<file path="src/rtl/dac_con_mc.sv">
// Multi-channel DAC controller: shared update divider, per-channel raw code
// source (stream / sawtooth / triangle) and first-order error-feedback
// reduction from IN_W to OUT_W bits.

module dac_con_mc_ch #(
  parameter int IN_W  = 12,
  parameter int OUT_W = 8
) (
  input  logic              clk_fast,
  input  logic              rst_n,
  input  logic              tick,
  input  logic [1:0]        mode,
  input  logic [IN_W-1:0]   step,
  input  logic              wr,
  input  logic [IN_W-1:0]   wdata,
  input  logic              clr,
  output logic              pending,
  output logic [IN_W-1:0]   raw,
  output logic [OUT_W-1:0]  dac,
  output logic              underrun
);
  localparam int E = IN_W - OUT_W;
  localparam logic [1:0] M_HOLD = 2'b00, M_STREAM = 2'b01, M_SAW = 2'b10, M_TRI = 2'b11;

  logic [IN_W-1:0]  pend_d;
  logic [E-1:0]     err;
  logic             dir_dn;

  logic [IN_W-1:0]  raw_n;
  logic             dir_n;
  logic             take;
  logic             miss;
  logic [IN_W:0]    sum_up;
  logic [IN_W:0]    sum;
  logic [OUT_W-1:0] dac_n;
  logic [E-1:0]     err_n;

  // Next raw code per mode, then shape the new raw with the carried error.
  always_comb begin
    raw_n  = raw;
    dir_n  = dir_dn;
    take   = 1'b0;
    miss   = 1'b0;
    sum_up = {1'b0, raw} + {1'b0, step};
    case (mode)
      M_STREAM: begin
        if (pending) begin
          raw_n = pend_d;
          take  = 1'b1;
        end else begin
          miss  = 1'b1;
        end
      end
      M_SAW: raw_n = sum_up[IN_W-1:0];
      M_TRI: begin
        if (!dir_dn) begin
          if (sum_up[IN_W]) begin
            raw_n = {IN_W{1'b1}};
            dir_n = 1'b1;
          end else begin
            raw_n = sum_up[IN_W-1:0];
          end
        end else begin
          if (raw < step) begin
            raw_n = '0;
            dir_n = 1'b0;
          end else begin
            raw_n = raw - step;
          end
        end
      end
      default: ;
    endcase
    sum = {1'b0, raw_n} + {{(OUT_W+1){1'b0}}, err};
    if (sum[IN_W]) begin
      dac_n = {OUT_W{1'b1}};
      err_n = '0;
    end else begin
      dac_n = sum[IN_W-1:E];
      err_n = sum[E-1:0];
    end
  end

  // Channel state; an accept only arrives when pending is empty, so it
  // never collides with a same-cycle consume.
  always_ff @(posedge clk_fast) begin
    if (!rst_n) begin
      raw      <= '0;
      dac      <= '0;
      err      <= '0;
      dir_dn   <= 1'b0;
      pending  <= 1'b0;
      pend_d   <= '0;
      underrun <= 1'b0;
    end else begin
      if (tick) begin
        raw    <= raw_n;
        dir_dn <= dir_n;
        dac    <= dac_n;
        err    <= err_n;
      end
      if (wr) begin
        pending <= 1'b1;
        pend_d  <= wdata;
      end else if (tick && take) begin
        pending <= 1'b0;
      end
      if (tick && miss)  underrun <= 1'b1;
      else if (clr)      underrun <= 1'b0;
    end
  end
endmodule

module dac_con_mc #(
  parameter int IN_W  = 12,
  parameter int OUT_W = 8,
  parameter int NCH   = 2,
  parameter int DIV_W = 8,
  parameter int CH_W  = (NCH > 1) ? $clog2(NCH) : 1
) (
  input  logic                  clk_fast,
  input  logic                  rst_n,
  input  logic [2*NCH-1:0]      mode,
  input  logic [DIV_W-1:0]      div,
  input  logic [IN_W-1:0]       step,
  input  logic [IN_W-1:0]       s_data,
  input  logic [CH_W-1:0]       s_ch,
  input  logic                  s_valid,
  output logic                  s_ready,
  input  logic                  clr_underrun,
  output logic                  dac_tick,
  output logic [OUT_W*NCH-1:0]  dac_out,
  output logic [IN_W*NCH-1:0]   raw_out,
  output logic [NCH-1:0]        underrun
);
  logic [DIV_W-1:0] cnt;
  logic             tick;
  logic [NCH-1:0]   pending;
  logic [NCH-1:0]   wr;
  logic             pend_sel;

  // >= rather than == so lowering div below cnt ticks on the next cycle.
  assign tick = (cnt >= div);

  // Update-period divider and registered tick strobe.
  always_ff @(posedge clk_fast) begin
    if (!rst_n) begin
      cnt      <= '0;
      dac_tick <= 1'b0;
    end else begin
      cnt      <= tick ? '0 : cnt + 1'b1;
      dac_tick <= tick;
    end
  end

  // Ready follows the addressed channel's pending bit; out-of-range
  // channel indices are never ready.
  always_comb begin
    pend_sel = 1'b1;
    for (int k = 0; k < NCH; k++)
      if (s_ch == CH_W'(k)) pend_sel = pending[k];
    s_ready = rst_n && !pend_sel;
    for (int k = 0; k < NCH; k++)
      wr[k] = s_valid && s_ready && (s_ch == CH_W'(k));
  end

  for (genvar k = 0; k < NCH; k++) begin : g_ch
    dac_con_mc_ch #(.IN_W(IN_W), .OUT_W(OUT_W)) u_ch (
      .clk_fast (clk_fast),
      .rst_n    (rst_n),
      .tick     (tick),
      .mode     (mode[2*k +: 2]),
      .step     (step),
      .wr       (wr[k]),
      .wdata    (s_data),
      .clr      (clr_underrun),
      .pending  (pending[k]),
      .raw      (raw_out[IN_W*k +: IN_W]),
      .dac      (dac_out[OUT_W*k +: OUT_W]),
      .underrun (underrun[k])
    );
  end
endmodule

</file>
<file path="config.mk">
export PLATFORM = sky130hd
export DESIGN_NAME = dac_con_mc
export DESIGN_NICKNAME = d
export VERILOG_FILES = /design/src/rtl/dac_con_mc.sv
export SDC_FILE = /design/constraint.sdc
export NUM_CORES = 1
export LEC_CHECK = 0
export BUFFER_PORTS_ARGS = -buffer_cell sky130_fd_sc_hd__buf_2
export CELL_PAD_IN_SITES_DETAIL_PLACEMENT = 0
export CELL_PAD_IN_SITES_GLOBAL_PLACEMENT = 2
export CORE_UTILIZATION = 36
export DETAILED_ROUTE_END_ITERATION = 16
export PLACE_DENSITY = 0.89
export SYNTH_ARGS = -nofsm -noshare
export SYNTH_HDL_FRONTEND = slang
export SYNTH_HIERARCHICAL = 1
export SYNTH_SLANG_ARGS = --single-unit
</file>
<file path="constraint.sdc">
create_clock -name clk_fast -period 5.3 [get_ports clk_fast]
set_clock_uncertainty 0.05 [all_clocks]
set_input_delay 0.795 -clock clk_fast [delete_from_list [all_inputs] [get_ports clk_fast]]
set_output_delay 0.795 -clock clk_fast [all_outputs]
set_load 0.02 [all_outputs]
</file>
==> results.md <==
- Post-CTS Setup Inserts: 0
- Simple-gate area share of the yosys netlist: about a fifth
- Drt first pass iters: 5
- CP most frequent cell: a21oi_1
- Psw: 494 uW
- Starting density of the core: ~37%
- Cell Area, Synth: around 7700 sq um
- Final Power: approximately 1600 uW
- Slowest stage cell on the critical path: o311ai_1
- Vias in the first global route: 6899
- CTS tree: yes
- FP Rows: between 50 and 60
- Final worst path period share: 89.6%
- Clock Tree Buf Depth: 2
- CTS Root Cell: clkbuf_16
- WP data arrival: approximately 5.0 ns
- Cts hold-fix bufs: 0
- DP Wirelength: ~19 mm
- Most numerous cell in the Yosys netlist: nor2_1
- CTS buffer count: 9
- DR iter-0 viols: 409
- Synth area leaders: dfxtp_1, ha_1, mux2i_1
- Depth of the CTS H-tree: 3
- Cell taking the most area after synthesis: dfxtp_1
- Resized cells post-CTS: 0
- Clock Pin Slew Worst Setup and Hold Paths: 0.07 ns
- Tmin final: 4.75 ns
- DR vias/cell: 5.53
- Setup TNS: 0 ns
- Highest metal used: met4
- Register area share after synthesis: between 20% and 30%
- Outcome: finished clean
- Syn_nets: 1085
- Wire length on met3: approximately 1.2 mm
- Post-synth EDFFs: 0
- Critical path capture point type: flop
- Antenna Violating Nets Remaining: 0
- Peak VDD IR: ~0.14 mV
- WP buf/inv: 3
- Synth Instances: 971
- Pre-CTS setup slack: about 0.20 ns
- Share of cells above drive strength 1: between 10% and 20%
- Fin nets: 1146
- Max Cap Viol: 0
- Post-synth cell types: a little under 100
- Reg2reg path depth: 20
- Crit-path max FO: 5
- Initial antenna violation count: 0
- Syn Area/Cell: between 7 and 8 sq um
- Critical-path cell list: buf_2, ha_1, inv_1, fa_1, nor2_1, o311ai_1, a21oi_1, buf_4, o21ai_0, a32oi_1, a21oi_1, o21ai_0, ha_1, a21o_1, a21o_1, a21oi_1, a31oi_1, o211ai_1, nor3_1, xor2_1, a311oi_2
- All-Layer GR Usage: 22.2%
- Number of remaining DRC errors: 0
- Post-synth top flop: dfxtp_1
- Final Hold Viols: 0
- GR Overflow Total: 0
- PortBufs: between 80 and 90
- Global-route wire length before repair: between 30 and 40 mm
- Delay-heaviest family, CP: compound AO/OA/AOI/OAI gates
- Sequential power share: a little over two fifths
- Max Clock Freq: ~0.21 GHz
- Net Sw Frac: approximately 31%
- Wire per inst: roughly 18 um
- Slew Limit Headroom: between 30% and 40%
- DRT met1 WL: 11.4 mm
- P_leak: between 0.003 and 0.004 uW
- Crit path depth: 21
- Largest net degree at the start of global routing: 50
- CP Data Required Time: 5.51 ns
- Slew at the pin closest to its max-slew limit: about 1 ns
- Synth top area share: 22.5%
- I/O Pins: 85
- Chip height: 149 um
- Worst setup SP type: input port
- CP peak stage delay: roughly 0.46 ns
- Final worst slack: 0.554 ns
- Post-synth top cells: nor2_1, dfxtp_1, ha_1
- Ys async rst share: 0%
- Hold Path Stages: 1
- Final setup fails: 0
- Xor and xnor area share after synthesis: 4.30%
- Cell Pwr Density: 184 nW/um^2
- Main combinational cell family by area after synthesis: compound AO/OA/AOI/OAI gates
- DIE AREA: around 22000 sq um
- Compound-Gate Fraction of Synth Area: around 27%
- Logic gate share of total power: ~18%
- Clock latency on the worst-skew pair: about 0.35 ns
- Placed cell area: ~8400 sq um
- Via Count: between 7k and 8k
- Power Internal: 1110 uW
- Total Wirelength: around 24 mm
- Worst setup path class: in2reg
- Die width: approximately 150 um
- Clock share of power: 39.5%
- GP Congestion: approximately 0.9
- Worst hold path type: reg2reg
- WL met2: 10.8 mm
- Layout area overhead: 12.5%
- Mux share of post-synthesis cell area: ~7.0%
- Design area: 8710 sq um
- RSZ-0062 raised after global routing: no
- Post-synthesis adder-cell area fraction: 12.4%
- YS warnings: 6
- Core footprint: 21100 sq um
- CTS sink count: 87
- Seq cells post-synth: 87
- Final Slew Violations: 0
==> layout by cell type (no fill, tap or decap), drive strengths merged, types with 21 or more instances in the layout <==
| master | netlist | final |
|---|---|---|
| nor2 | 122 | 122 |
| buf | 23 | 105 |
| dfxtp | 87 | 87 |
| ha | 67 | 67 |
| inv | 63 | 66 |
| a21oi | 64 | 64 |
| nand2 | 56 | 56 |
| o21ai | 55 | 55 |
| mux2i | 51 | 51 |
| a211oi | 25 | 25 |
| nand3 | 24 | 24 |
| xnor2 | 23 | 23 |
| nor3 | 21 | 21 |
==> worst reg2reg max path, delay by kind of cell, from the launching register on <==
family	cells	cell delay (ns)
flip-flops	1	0.44
adder cells (fa/ha/maj)	3	0.92
AO/OA/AOI/OAI	12	2.45
AND/OR/NAND/NOR	2	0.26
XOR/XNOR	1	0.17
buffers and inverters	2	0.22
==> area by class of cell <==
cell class,count,area [sq um]
Clock buffer,10,239
Clock inverter,6,50.0
Timing Repair Buffer,105,578
Antenna cell,1,2.50
Fill cell,2233,12400
Sequential cell,87,1740
Tap cell,275,344
Multi-Input combinational cell,766,5520
Inverter,63,236
==> stage by stage <==
stage,hold WS (ns),cells,utilization [%]
6_report,0.417,1313,41.3
5_1_grt,0.466,1312,41.3
4_1_cts,0.425,1312,41.3
3_5_place_dp,0.408,1296,39.9
3_3_place_gp,0.398,1296,39.9
2_1_floorplan,0.376,971,-
==> routing by layer <==
metal / vias up / global-route usage [%]
met3: 22 / 3.37
met5: - / 0
met4: 0 / 5.57
li1: 3652 / -
met1: 3404 / 30.5
met2: 178 / 36.0
==> power by group through the flow <==
stage | logic [uW] | registers [uW] | clock network (uW)
finish | 291 | 681 | 634
global route | 322 | 683 | 673
global placement | 290 | 696 | 0
detailed placement | 289 | 696 | 0
CTS | 291 | 681 | 648
floorplan | 205 | 692 | 0
==> path summary, 6_finish.rpt <==
kind | to | startpoint | slack, ns
min | cnt[0] | cnt[0] | 0.42
min reg2reg | cnt[0] | cnt[0] | 0.42
max | g_ch[1].u_ch/dac[5] | step[0] | 0.55
max reg2reg | g_ch[1].u_ch/dac[5] | g_ch[1].u_ch/raw[0] | 0.69
==> registers in the layout (all words and copies together) (netlist names) <==
signal	cells
g_ch.u_ch/dir_dn	2
g_ch.u_ch/pend_d	24
g_ch.u_ch/dac	16
cnt	8
g_ch.u_ch/pending	2
dac_tick	1
g_ch.u_ch/raw	24
g_ch.u_ch/underrun	2
g_ch.u_ch/err	8
==> cells by family after synthesis <==
| group | after synthesis |
|---|---|
| and+or+nand+nor | 320 |
| AOI/OAI and AO/OA | 281 |
| buffers and inverters | 118 |
| DFF | 87 |
| adders and majority gates | 73 |
| muxes | 54 |
| xor gates and xnor gates | 38 |
Note: power is estimated with default switching activity, not from simulation.
